### src/rtl/fifo_ptr_mem.sv
// Storage and pointer stage of the extra-bit synchronous FIFO: data array, write/read pointers, registered read.
// Optional occupancy output `level` is built only when FIFO_LEVEL_EN is defined.
module fifo_ptr_mem #(
   parameter int MEMORY_DEPTH = 4,
   parameter int ADDRESS_SIZE = 2,
   parameter int DATA_WIDTH   = 8
) (
   input  logic                    clk,
   input  logic                    rst_n,
   input  logic                    cw_en,
   input  logic                    cr_en,
   input  logic [DATA_WIDTH-1:0]   w_data,
   output logic [ADDRESS_SIZE:0]   w_ptr,
   output logic [ADDRESS_SIZE:0]   r_ptr,
   output logic                    cw_max,
   output logic [DATA_WIDTH-1:0]   r_data,
`ifdef FIFO_LEVEL_EN
   output logic [ADDRESS_SIZE:0]   level,
`endif
   output logic                    r_valid
);

   // cw_en/cr_en are single-cycle strobes already qualified by the flag stage
   // (not-full / not-empty); each high cycle moves exactly one word, no backpressure here.
   logic [DATA_WIDTH-1:0]   r_mem [MEMORY_DEPTH];
   logic [ADDRESS_SIZE:0]   r_wptr;
   logic [ADDRESS_SIZE:0]   r_rptr;
   logic [DATA_WIDTH-1:0]   r_rdata;
   logic                    r_rvalid;
   logic [ADDRESS_SIZE-1:0] w_waddr;
   logic [ADDRESS_SIZE-1:0] w_raddr;

   assign w_waddr = r_wptr[ADDRESS_SIZE-1:0];
   assign w_raddr = r_rptr[ADDRESS_SIZE-1:0];

   // Array is deliberately not reset so it can map onto plain storage.
   always_ff @(posedge clk) begin
      if (cw_en) begin
         r_mem[w_waddr] <= w_data;
      end
   end

   always_ff @(posedge clk or negedge rst_n) begin
      if (!rst_n) begin
         r_wptr <= '0;
      end else if (cw_en) begin
         r_wptr <= r_wptr + 1'b1;
      end
   end

   always_ff @(posedge clk or negedge rst_n) begin
      if (!rst_n) begin
         r_rptr   <= '0;
         r_rdata  <= '0;
         r_rvalid <= 1'b0;
      end else begin
         r_rvalid <= cr_en;
         if (cr_en) begin
            r_rdata <= r_mem[w_raddr];
            r_rptr  <= r_rptr + 1'b1;
         end
      end
   end

   assign w_ptr   = r_wptr;
   assign r_ptr   = r_rptr;
   assign r_data  = r_rdata;
   assign r_valid = r_rvalid;
   assign cw_max  = (w_waddr == ADDRESS_SIZE'(MEMORY_DEPTH - 1));

`ifdef FIFO_LEVEL_EN
   // Extra wrap bit makes the modulo difference span 0..MEMORY_DEPTH.
   assign level = r_wptr - r_rptr;
`endif

endmodule

### config.mk
export PLATFORM = sky130hd
export DESIGN_NAME = fifo_ptr_mem
export DESIGN_NICKNAME = d
export VERILOG_FILES = /design/src/rtl/fifo_ptr_mem.sv
export SDC_FILE = /design/constraint.sdc
export NUM_CORES = 1
export LEC_CHECK = 0
export CORE_ASPECT_RATIO = 1.25
export CORE_MARGIN = 3
export CORE_UTILIZATION = 59
export CTS_BUF_LIST = sky130_fd_sc_hd__clkbuf_4
export DETAILED_ROUTE_END_ITERATION = 8
export GPL_TIMING_DRIVEN = 1
export PLACE_DENSITY = 0.86
export REMOVE_ABC_BUFFERS = 1
export SKIP_CTS_REPAIR_TIMING = 1
export SLEW_MARGIN = 40
export SYNTH_ARGS = -nofsm -noshare
export SYNTH_HDL_FRONTEND = slang
export SYNTH_SLANG_ARGS = --single-unit
export TNS_END_PERCENT = 20
### constraint.sdc
create_clock -name clk -period 1.9 [get_ports clk]
set_input_delay 0.19 -clock clk [delete_from_list [all_inputs] [get_ports clk]]
set_output_delay 0.19 -clock clk [all_outputs]
set_load 0.03 [all_outputs]
# Word level (Yosys, flattened, before mapping)
# Memories as Yosys holds them, arrays and structs flattened. A register that Yosys moved wholly into a read port is not among the register bits.
# Index checks and enable logic that the tools add are counted.
# word_totals
reg_bits,7
ram_bits,32
inputBits,12
out_inout_bits,16
wordCells,10
mem_count,1
# memory_table
memory,depth,word_bits,rd,rd_ports_with_merged_regs,wr,line_no,text
r_mem,4,8,1,1,1,25,logic [DATA_WIDTH-1:0] r_mem [MEMORY_DEPTH];
# classes
add_sub_neg,2
eq_ne,1
muxes,2
n_reduce_logical,1
# ops
operator,count
$add 3x1->3 const B,2
$eq 2x2->1 const B,1
$mux 1,2
$logic_not 1->1,1

# Depth between registers and ports, before layout
# Gate-level depths: netlist of the first run.
# depth
word_depth,2
mapped_depth,4
mapped_depth_nobuf,4

# Worst setup path before layout of the first run
# Ideal clock, no wire load.
# synth_path
kind,register to register
from,"register r_wptr[0], in the netlist w_ptr[0]"
to,memory r_mem[3][0] (enable)
setup_ns,0.339
t_arrival_ns,1.326
t_required_ns,1.561
slack_ns,0.235
path_stages_with_launch,3
path_buffers,0
synth_period_minus_slack_ns,1.665
path_cell_list,dfrtp_1 > ha_1 > and2_1
# synth_lines
element,line_no,text
start: declaration,26,logic [ADDRESS_SIZE:0] r_wptr;
start signal: assignment,47,r_wptr <= r_wptr + 1'b1;
end: declaration,25,
# No word-level cell before the write port.

# Worst setup path in the final report of the first run
# layout_path
from,"register r_wptr[0], in the netlist w_ptr[0]"
to,output w_ptr[0]
# layout_lines
element,line_no,text
end: declaration,13,"output logic [ADDRESS_SIZE:0] w_ptr,"
# No word-level cell between the ends.

==> results.tsv, run 1 <==
stage	metric	value	unit
cts	clk_latency	0.36	ns
yosys	synth-edff-count	32	
yosys	synth.top_cell.area_share	52.78	%
yosys	yosys_register_bits	47	
route	drc	0	
setup_path	worst_ep_arrival_time	1.53	ns
sta	fin_worst_skew	0.01182	ns
cts	cts_tree	yes	
cts	clockBufferDepth	2	
sta	tightest_slew	0.7601	ns
cells_and_area	layout-drive-gt1-share	7.299	%
yosys	yosysTopAreaCell	edfxtp_1	
grt	grt_pass1_wl	5278	um
floorplanning	die_area	3792	um2
placement	port_buffers	27	
route	drt_first_pass_iters	4	
yosys	yosysSeqAreaShare	73.40	%
run	drv_cap	0	
yosys	synth.most_common_cell	edfxtp_1	
sta	hold_viol	0	
pwr	swShare	36.40	%
route	met3_length	173	um
sta	period_needed	1.719	ns
sta	fin_crit_sh	90.50	%
sta	rsz0062_at_grt	no	
cells_and_area	layout.cells.non_filler	171	
floorplanning	num_io_pins	28	
pwr	switchingPower	1.197	mW
pwr	comb_power_share	40.2	%
setup_path	worstSetupEndpointType	output pin	
outcome	status	complete, no violations	
route	drt-wirelength-per-cell	18.97	um
grt	grt_usage	19.54	%
route	via_per_inst	5.871	
setup_path	path_cells	clkdlybuf4s50_1	
placement	dp_hpwl	2139	um
cells_and_area	diodes	0	
cts	root_buffer	clkbuf_4	
grt	antenna_found_initial	0	
yosys	ys_warn_count	0	
cells_and_area	synthToLayoutAreaGrowth	18.69	%
placement	dp_cells	163	
setup_path	crit_type	reg -> out	
yosys	ys_types	17	
setup_path	path_delay_family	buffers and inverters	
yosys	synthesis.area	1820	um2
placement	place_congestion	0.7052	
cells_and_area	multi_input_area	436.7	um2
setup_path	critPathRequiredTime	1.71	ns
route	wl	3244	um
sta	slew_headroom	49.17	%
cts	cts.sinks	47	
route	initialDrtViolationCount	32	
grt	grt_pass1_vias	1074	
grt	overflow	0	
cts	clk_pin_slew	0.13	ns
sta	setup_tns	0	ns
route	via_count	1004	
yosys	synth-async-reset-ratio	31.91	%
sta	setup_violations	0	
setup_path	startpoint_type	flop	
setup_path	cpMaxStageDelayCell	clkdlybuf4s50_1	
yosys	synth_flop_cell	edfxtp_1	
setup_path	slowest_delay	0.71	ns
setup_path	path_max_fanout	5	
pwr	seq_power_share	46.4	%
floorplanning	die_h	68.11	um
grt	grt_start_max_net_pins	16	
pwr	clkPwrFrac	13.4	%
route	highest_layer	met4	
placement	dpl-instance-area	2106	um2
floorplanning	core_area	2811	um2
yosys	yosys-top-cells-area	edfxtp_1 53%, dfrtp_1 21%, mux2i_1 8.8%	
pwr	power_leakage	0.8507	nW
cells_and_area	final.fill_count	181	
yosys	netlist_instances	104	
cts	cts_buffers	5	
sta	final_max_slew_viol_count	0	
cells_and_area	final_area	2161	um2
floorplanning	die_x	55.69	um
setup_path	critPathBufInv	1	
cells_and_area	seqCellArea	1336	um2
cts	htreeDepth	2	
min_path	holdCritPathClass	in -> async	
floorplanning	rows	21	
route	drt-met1-wl	1256	um
route	antenna_left	0	
pwr	ir_worst_vdd	1.032	mV
cells_and_area	fin_nets	153	
route	routed-wl-met2	1743	um
yosys	syn_avg_cell_area	17.50	um2
pwr	p_int	2.092	mW
floorplanning	initial_utilization	64.75	%
sta	clock.fmax	581.6	MHz
pwr	power_density	1522	nW/um2
yosys	synth.top_cells.by_count	32 x edfxtp_1, 16 x mux2i_1, 15 x dfrtp_1	
==> layout by cell type (no fill, tap or decap) <==
master	instances
and2_1	4
buf_4	3
clkbuf_4	6
clkdlybuf4s50_1	25
clkinv_1	2
dfrtp_1	15
dlymetal6s2s_1	1
edfxtp_1	32
ha_1	5
inv_1	2
mux2_2	1
mux2i_1	16
nand2_1	3
nand2b_1	9
o21ai_0	1
o221ai_1	8
xnor2_1	1
xor2_1	3
==> worst paths after layout <==
check                          start     endpoint  slack, ns  cells after the start
max                         w_ptr[0]     w_ptr[0]       0.18                      1
min                            rst_n     w_ptr[0]       0.26                      1
max reg2reg                 w_ptr[0]  r_mem[2][3]       0.46                      3
min reg2reg                 r_ptr[2]     r_ptr[2]       0.48                      1
max in group asynchronous      rst_n      r_valid       1.16                      1
min in group clk           w_data[7]  r_mem[1][7]       0.46                      1
==> logic make-up (layout without fill, tap and decap cells) <==
logic type | Yosys count | count (layout) | synth area share [%]
flops | 47 | 47 | 73.40
mux | 17 | 17 | 9.416
simple gates | 16 | 16 | 5.085
compound gates | 9 | 9 | 4.124
buf+inv | 6 | 39 | 2.611
fa+ha+maj | 5 | 5 | 3.436
xor+xnor | 4 | 4 | 1.925
==> cell type report <==
cell class              count  share of cell area (%)
flip-flops and latches     47                   61.84
inverters                   2                  0.3474
multi-input cells          51                   20.21
repair buffers             29                   13.20
clock inverters             2                  0.3474
clock buffers               6                   2.085
well taps                  34                   1.969
==> stage by stage <==
stage               power (mW)  hold slack [ns]  utilization (%)  setup slack [ns]
floorplan                2.333          -0.1056                -            0.1897
global placement         2.815           0.4559            74.90            0.2895
detailed placement       2.882           0.4716            74.90            0.1626
CTS                      3.327           0.2719            76.77         0.0003348
global route             3.477           0.2740            76.86           0.09887
finish                   3.289           0.2563            76.86            0.1805
==> metal layers <==
metal	vias to the layer above	global-route usage (%)
met5	-	0
li1	456	-
met3	9	6.792
met2	29	33.88
met4	0	8.815
met1	510	22.05
==> sequential cells by signal (all words and copies together), names as in the netlist <==
signal   count
r_mem       32
r_ptr        3
w_ptr        3
r_valid      1
r_data       8
==> power groups by stage <==
| stage | logic, mW | registers, mW | clock network, mW |
|---|---|---|---|
| detailed placement | 1.33 | 1.55 | 0 |
| global placement | 1.28 | 1.53 | 0 |
| global route | 1.42 | 1.56 | 0.498 |
| finish | 1.32 | 1.53 | 0.442 |
| floorplan | 0.440 | 1.89 | 0 |
| CTS | 1.35 | 1.53 | 0.453 |
(Power assumes the default switching activity.)
==> run 2: changes to the inputs <==
--- a/constraint.sdc
+++ b/constraint.sdc
@@ -3,2 +3,2 @@
 set_output_delay 0.19 -clock clk [all_outputs]
-set_load 0.03 [all_outputs]
+set_load 0.005 [all_outputs]
==> run 2 against run 1 <==
Net effect: hold slack worse by 0.014 ns; first-iteration DRC count decreased by 41%; clock power grew 35%; critical endpoint is now cw_max; power is 5.3% lower; core utilization grew 0.93 points; non-clock buffer count unchanged; largest power group unchanged.
==> results.tsv, run 2 (synthesis gave the netlist of run 1 again) <==
stage	metric	value	unit
outcome	status	complete, no violations	
sta	rsz0062_at_grt	no	
setup_path	startpoint_type	flop	
grt	grt_start_max_net_pins	16	
cells_and_area	largest_register_ffs	32	
grt	grt_usage	19.26	%
sta	slew_headroom	69.02	%
sta	fin_crit_sh	90.44	%
floorplanning	die_area	3792	um2
cells_and_area	final_cell_mix	32 x edfxtp_1, 26 x clkdlybuf4s50_1, 16 x mux2i_1	
floorplanning	core_area	2811	um2
pwr	power_leakage	0.8487	nW
grt	antenna_found_initial	0	
cells_and_area	largest-register	r_mem	
placement	dp_hpwl	2225	um
setup_path	worstSetupEndpointType	output pin	
floorplanning	die_h	68.11	um
cts	cts_buffers	5	
min_path	holdCritPathClass	in -> async	
route	wl	3211	um
setup_path	path_delay_family	buffers and inverters	
sta	hold_viol	0	
setup_path	path_max_fanout	5	
run	drv_cap	0	
cts	cts_tree	yes	
sta	final_max_slew_viol_count	0	
grt	grt_pass1_wl	5257	um
route	drt-wirelength-per-cell	18.78	um
cells_and_area	utilization	77.79	%
setup_path	cpMaxStageDelayCell	clkdlybuf4s50_1	
grt	overflow	0	
cts	htreeDepth	2	
cells_and_area	synthToLayoutAreaGrowth	20.14	%
cts	clk_pin_slew	0.14	ns
grt	grt_pass1_vias	1062	
setup_path	crit_type	reg -> out	
sta	tightest_slew	0.4646	ns
cts	root_buffer	clkbuf_4	
cts	cts.sinks	47	
floorplanning	rows	21	
sta	setup_violations	0	
cts	clk_latency	0.36	ns
placement	port_buffers	27	
route	antenna_left	0	
pwr	ir_worst_vdd	0.9423	mV
route	initialDrtViolationCount	19	
sta	clock.fmax	581.9	MHz
cells_and_area	seqCellArea	1336	um2
setup_path	worst_ep_arrival_time	1.53	ns
cells_and_area	multi_input_area	436.7	um2
pwr	power_density	1424	nW/um2
route	drt_first_pass_iters	4	
setup_path	critPathBufInv	1	
sta	fin_worst_skew	0.007419	ns
cells_and_area	final_common_cell	edfxtp_1	
cells_and_area	layout-drive-gt1-share	8.029	%
cells_and_area	final.fill_count	180	
setup_path	slowest_delay	0.52	ns
floorplanning	num_io_pins	28	
setup_path	path_cells	ha_1 > clkdlybuf4s50_1	
route	drc	0	
setup_path	critPathRequiredTime	1.71	ns
sta	setup_tns	0	ns
sta	period_needed	1.718	ns
floorplanning	initial_utilization	64.75	%
cells_and_area	fin_nets	153	
route	via_count	977	
floorplanning	die_x	55.69	um
cells_and_area	diodes	0	
route	via_per_inst	5.713	
cts	clockBufferDepth	2	
placement	place_congestion	0.7678	
## run 2: cell types whose count changed in the layout (fill, tap and decap cells not counted)
cell | previous run | this run
dlymetal6s2s_1 | 1 | 0
clkdlybuf4s50_1 | 25 | 26
clkinv_1 | 2 | 0
clkbuf_4 | 6 | 5
dlygate4sd3_1 | 0 | 1
buf_4 | 3 | 1
clkinv_2 | 0 | 1
clkinv_4 | 0 | 1
buf_2 | 0 | 1
bufinv_16 | 0 | 1
## run 2: per-stage QoR
step / std cells / instance area (um2) / power, mW / hold slack [ns] / setup slack, ns
final: 171 / 2187 / 3.115 / 0.2427 / 0.1816
after global routing: 171 / 2187 / 3.301 / 0.2703 / 0.08723
after CTS: 170 / 2182 / 3.146 / 0.2733 / 0.1680
after detailed placement: 162 / 2101 / 2.559 / 0.4722 / 0.1843
after global placement: 162 / 2101 / 2.497 / 0.4554 / 0.2824
after floorplan: 100 / 1780 / 2.023 / -0.1056 / 0.3557
## run 2: metal layers
layer	vias up	track usage [%]	wire, um
met4	0	8.511	55
met2	25	35.50	1735
li1	455	-	-
met5	-	0	0
met1	490	20.96	1289
met3	7	5.283	130
## run 2: layout make-up
type                       instances  area share (%)
clock buffer                       5           1.716
inverter                           2          0.3432
multi-input combinational         51           19.97
sequential                        47           61.10
timing repair buffer              29           12.93
clock inverter                     3           2.002
tap                               34           1.945
## run 2: path summary, 6_finish.rpt
path	depth (start not counted)	slack (ns)	from	end
min	2	0.24	rst_n	w_ptr[1]
max reg2reg	3	0.44	w_ptr[0]	r_mem[2][2]
max	2	0.18	w_ptr[0]	cw_max
min reg2reg	1	0.49	r_ptr[2]	r_ptr[2]
max in group asynchronous	2	1.38	rst_n	r_data[4]
min in group clk	1	0.45	w_data[6]	r_mem[1][6]
## run 2: where the power goes
part           internal (mW)  switching [mW]  total (mW)
Sequential              1.39           0.156        1.54
Clock                  0.277           0.319       0.596
Combinational          0.542           0.433       0.975
==> patch 1: new RTL, config.mk and constraints of run 1 <==
`ADDRESS_SIZE`: 2 -> 4.
--- a/src/rtl/fifo_ptr_mem.sv
+++ b/src/rtl/fifo_ptr_mem.sv
@@ -2,7 +2,7 @@
 // Optional occupancy output `level` is built only when FIFO_LEVEL_EN is defined.
 module fifo_ptr_mem #(
    parameter int MEMORY_DEPTH = 4,
-   parameter int ADDRESS_SIZE = 2,
+   parameter int ADDRESS_SIZE = 4,
    parameter int DATA_WIDTH   = 8
 ) (
    input  logic                    clk,
Interface: changed (resized r_ptr and w_ptr); port bits go from 28 to 32. The function was not compared with the original's and may differ.
==> patch 1 against run 1 <==
Count of clock-buffer cells in the layout unchanged. Fmax down 1.4%. Die area up 9.3%. Register-to-register slack worse by 0.04 ns. Final cell count up 14%. Synthesized area up 10%. Critical path type unchanged. Worst setup slack worse by 0.024 ns. Power up 23%. Routed wire length up 6.5%. Final area up 14%. Core utilization down 0.94 points. Sequential cell count up 4. Hold slack worse by 0.096 ns.
==> patch 1: results (changes against run 1) <==
status - completed
NumNets Final - 175 (+14%)
sum of routed wire length over all layers - 3.46 mm (+6.5%)
sequential cell area fraction in the yosys report - 0.715 (-0.0192)
CP max stage delay - 0.67 ns (-0.04 ns)
# port buffers - 31 (+15%)
Reg clk slew, reported paths - 0.13 ns (about the same)
r2r endpoint - r_mem[0][1]$_DFFE_PP_
Root Buffer - clkbuf_4
M1 WL - 1.38 mm (+9.5%)
slew margin rel. - 0.673 (+0.182)
WP data arrival - 1.55 ns (+0.02 ns)
Fillers - 196 (+8.3%)
ys async rst share - 0.373 (+0.0534)
layout cells sized above 1 - 0.0886 (+0.0156)
htree depth - 2 (unchanged)
Leak - 0.975 nW (+15%)
RD Place Congestion - 0.709 (+0.55%)
commonest cells in the netlist - 32 x edfxtp_1, 19 x dfrtp_1, 16 x mux2i_1
synth unique cells - 19 (+2)
mux cell area share after synthesis - 0.0853 (-0.00885)
wire length on met3 - 180 um (+4.0%)
via density per instance - 5.59 (-4.8%)
post-synthesis compound-gate area fraction - 0.0374 (-0.00388)
initial drt markers - 43 (+34%)
Post-Synth Adder-Cell Area - 0.0374 (+0.00300)
worst vdd rail ir drop - 1.24 mV (+21%)
Cell Count, Final, Fillers Out - 195 (+14%)
first-pass GRT wire length - 5.91 mm (+12%)
critical path peak fanout - 6 (+1)
R2R depth - 4 (+1)
Design Area, Final - 2470 um2 (+14%)
largest net degree at the start of global routing - 20 (+4)
post-DP HPWL - 2.51 mm (+17%)
met2 wire len - 1.85 mm (+6.3%)
Cells after Synth - 120 (+15%)
Fin Hold WS - 0.160 ns (-0.0961 ns)
Synth area leaders - edfxtp_1 48%, dfrtp_1 24%, mux2i_1 8.0%, ha_1 3.7%, o221ai_1 3.5%
R2R setup slack - 0.42 ns (-0.04 ns)
Switch Pwr - 1.41 mW (+18%)
patch 1: kinds of logic after synthesis:
| kind of cell | after synthesis |
|---|---|
| flops | 51 |
| simple gates | 22 |
| mux | 17 |
| compound gates | 9 |
| xor+xnor | 8 |
| buf+inv | 7 |
| fa+ha+maj | 6 |
patch 1: how the worst max path moves through the flow:
stage | startpoint | endpoint | depth (start not counted)
after global routing | w_ptr[0]$_DFFE_PN0P_ | w_ptr[0] | 2
after global placement | w_ptr[1]$_DFFE_PN0P_ | cw_max | 3
final | w_ptr[0]$_DFFE_PN0P_ | w_ptr[0] | 2
after detailed placement | w_ptr[1]$_DFFE_PN0P_ | cw_max | 3
after floorplan | w_ptr[0]$_DFFE_PN0P_ | cw_max | 2
after CTS | w_ptr[1]$_DFFE_PN0P_ | cw_max | 3
patch 1: layout make-up:
type                    instances  share of cell area
inverters                       2             0.00304
flip-flops and latches         51               0.582
clock inverters                 2              0.0243
repair buffers                 35               0.143
multi-input cells              62               0.211
clock buffers                   6              0.0182
well taps                      37              0.0188
patch 1: worst register-to-register path, cell delays in order (launching register included):
cell and delay (ns):
dfrtp_1 0.41, buf_4 0.16, inv_1 0.08, ha_1 0.15, and2_1 0.36
patch 1: metrics by stage:
| stage | total power, mW | setup slack, ns |
|---|---|---|
| after floorplan | 2.66 | 0.151 |
| after global placement | 3.28 | 0.248 |
| after detailed placement | 3.35 | 0.238 |
| after CTS | 4.09 | -0.190 |
| after global routing | 4.27 | 0.0928 |
| final | 4.05 | 0.157 |
patch 1: per-layer routing:
layer	global-route usage	vias to the layer above
li1	-	517
met1	0.226	531
met2	0.342	37
met3	0.0486	5
met4	0.0619	0
met5	0	-
patch 1: power by group through the flow:
stage | sequential (mW) | combinational (mW) | clock (mW)
floorplan | 2.17 | 0.496 | 0
global placement | 1.75 | 1.53 | 0
detailed placement | 1.77 | 1.58 | 0
CTS | 1.75 | 1.59 | 0.746
global route | 1.79 | 1.68 | 0.795
finish | 1.75 | 1.57 | 0.737
==> patch 2: new RTL, config.mk and constraints of run 1 <==
Without the edit above. The output `r_valid` loses its register stage (`r_rvalid` becomes a continuous assignment).
--- a/src/rtl/fifo_ptr_mem.sv
+++ b/src/rtl/fifo_ptr_mem.sv
@@ -52,15 +52,15 @@
       if (!rst_n) begin
          r_rptr   <= '0;
          r_rdata  <= '0;
-         r_rvalid <= 1'b0;
       end else begin
-         r_rvalid <= cr_en;
          if (cr_en) begin
             r_rdata <= r_mem[w_raddr];
             r_rptr  <= r_rptr + 1'b1;
          end
       end
    end
+
+   assign r_rvalid = cr_en;
 
    assign w_ptr   = r_wptr;
    assign r_ptr   = r_rptr;
Check against the original RTL: not equivalent (a bounded check fails within 4 cycles, from zero or initial values and one cycle with rst_n low).
==> patch 2 against run 1 <==
Critical path depth unchanged. Final area down 0.69%. Sequential cell count down 1. Routed wire length down 5.5%. Synthesized area down 0.96%. Count of clock-buffer cells in the layout up 1. Worst setup slack better by 0.036 ns. Power down 0.67%. Critical path type unchanged. Critical endpoint unchanged. Largest power group unchanged.
==> patch 2: results (changes against run 1) <==
initial drt markers - 33 (+3.1%)
Root Buffer - clkbuf_4
clock latency on the worst-skew pair - 0.35 ns
Max-Cap Viols - 0 (unchanged)
number of global-route vias before repair - 994 (-7.4%)
Fillers - 164 (-9.4%)
ys async rst share - 0.304 (-0.0148)
Synth area leaders - edfxtp_1 53%, dfrtp_1 19%, mux2i_1 8.9%, o221ai_1 3.9%, ha_1 3.5%
Top reg by flops - r_mem
Hold WC Path Type - in2async
Area after DPL - 2080 um2 (-1.1%)
Syn Area/Cell - 17.3 um2 (-0.96%)
Inst Count DP - 162 (-0.61%)
max reg flops - 32 (unchanged)
Yosys warnings - 0 (unchanged)
Reg clk slew, reported paths - 0.13 ns (about the same)
post-DP HPWL - 2.24 mm (+4.8%)
status - completed
CP max stage delay - 0.70 ns
# port buffers - 27 (unchanged)
ant diodes - 0 (unchanged)
Cell Count, Final, Fillers Out - 170 (-0.58%)
Worst Max-Slew Pin Slew - 0.698 ns (-0.0618 ns)
sequential cell area fraction in the yosys report - 0.727 (-0.00675)
Top delay family on crit path - buffers and inverters
GRT Util Overall - 0.181 (-0.0143)
Leak - 0.840 nW (-1.3%)
worst vdd rail ir drop - 1.06 mV (+2.4%)
number of flops mapped to enable cells by yosys - 32 (unchanged)
top cell type's share of synthesized area - 0.533 (+0.00513)
critical path peak fanout - 5 (unchanged)
NumNets Final - 152 (-0.65%)
Final Skew - 0.0148 ns (+0.00299 ns)
sum of routed wire length over all layers - 3.07 mm (-5.5%)
via density per instance - 5.69 (-3.0%)
largest net degree at the start of global routing - 19 (+3)
Switch Pwr - 1.18 mW (-1.4%)
CTS max path bufs - 2 (unchanged)
Num CTS Buffers - 5 (unchanged)
commonest cells in the netlist - 32 x edfxtp_1, 16 x mux2i_1, 14 x dfrtp_1
initial antenna violation count - 0 (unchanged)
first-pass GRT wire length - 4.95 mm (-6.1%)
Finish-stage setup viols - 0 (unchanged)
drt pass-1 iters - 5 (+1)
synth unique cells - 18 (+1)
RD Place Congestion - 0.806 (+14%)
layout cells sized above 1 - 0.0809 (+0.00789)
htree depth - 2 (unchanged)
-- patch 2: worst register-to-register path, delay by kind of cell (launching register included) --
kind,cells,cell delay [ns]
buffers and inverters,1,0.11
and+or+nand+nor,1,0.37
DFF,1,0.45
adders and majority gates,1,0.15
-- patch 2: final timing paths --
path,end,depth (start not counted),start,slack [ns]
max reg2reg,r_mem[0][7]$_DFFE_PP_,3,w_ptr[0]$_DFFE_PN0P_,0.50
min reg2reg,w_ptr[2]$_DFFE_PN0P_,1,w_ptr[2]$_DFFE_PN0P_,0.48
min,w_ptr[2]$_DFFE_PN0P_,1,rst_n,0.24
min in group clk,r_mem[0][3]$_DFFE_PP_,1,w_data[3],0.47
max in group asynchronous,r_data[1]$_DFFE_PN0P_,1,rst_n,1.21
max,w_ptr[0],1,w_ptr[0]$_DFFE_PN0P_,0.22
-- patch 2: final cells by class --
cell class / count / share of cell area
inverter: 2 / 0.00350
timing repair buffer: 29 / 0.134
sequential: 46 / 0.611
clock buffer: 7 / 0.0245
multi-input combinational: 51 / 0.203
clock inverter: 1 / 0.00350
tap: 34 / 0.0198
-- patch 2: cell families after synthesis --
family	after synthesis	share of synthesized area
mux	17	0.0951
xor+xnor	4	0.0194
fa+ha+maj	5	0.0347
flops	46	0.727
compound gates	9	0.0416
buf+inv	7	0.0305
simple gates	16	0.0513
-- patch 2: power groups by stage --
stage	logic, mW	clock network, mW	registers, mW
2_1_floorplan	0.440	0	1.87
3_3_place_gp	1.27	0	1.51
3_5_place_dp	1.31	0	1.53
4_1_cts	1.32	0.473	1.51
5_1_grt	1.38	0.513	1.54
6_report	1.30	0.465	1.50
-- patch 2: layer usage --
layer	track usage	up-vias	part of all wire
met5	0	-	0
met4	0.0638	0	0.017
met3	0.0593	6	0.049
met2	0.308	31	0.52
met1	0.219	483	0.41
li1	-	448	-
-- patch 2: stage by stage --
stage / setup slack (ns) / hold WS (ns) / power [mW] / util
after floorplan: 0.190 / -0.106 / 2.31 / -
final: 0.216 / 0.240 / 3.27 / 0.763
after CTS: 0.0490 / 0.240 / 3.30 / 0.762
after global routing: 0.136 / 0.249 / 3.43 / 0.763
after detailed placement: 0.355 / 0.463 / 2.84 / 0.741
after global placement: 0.378 / 0.456 / 2.78 / 0.741
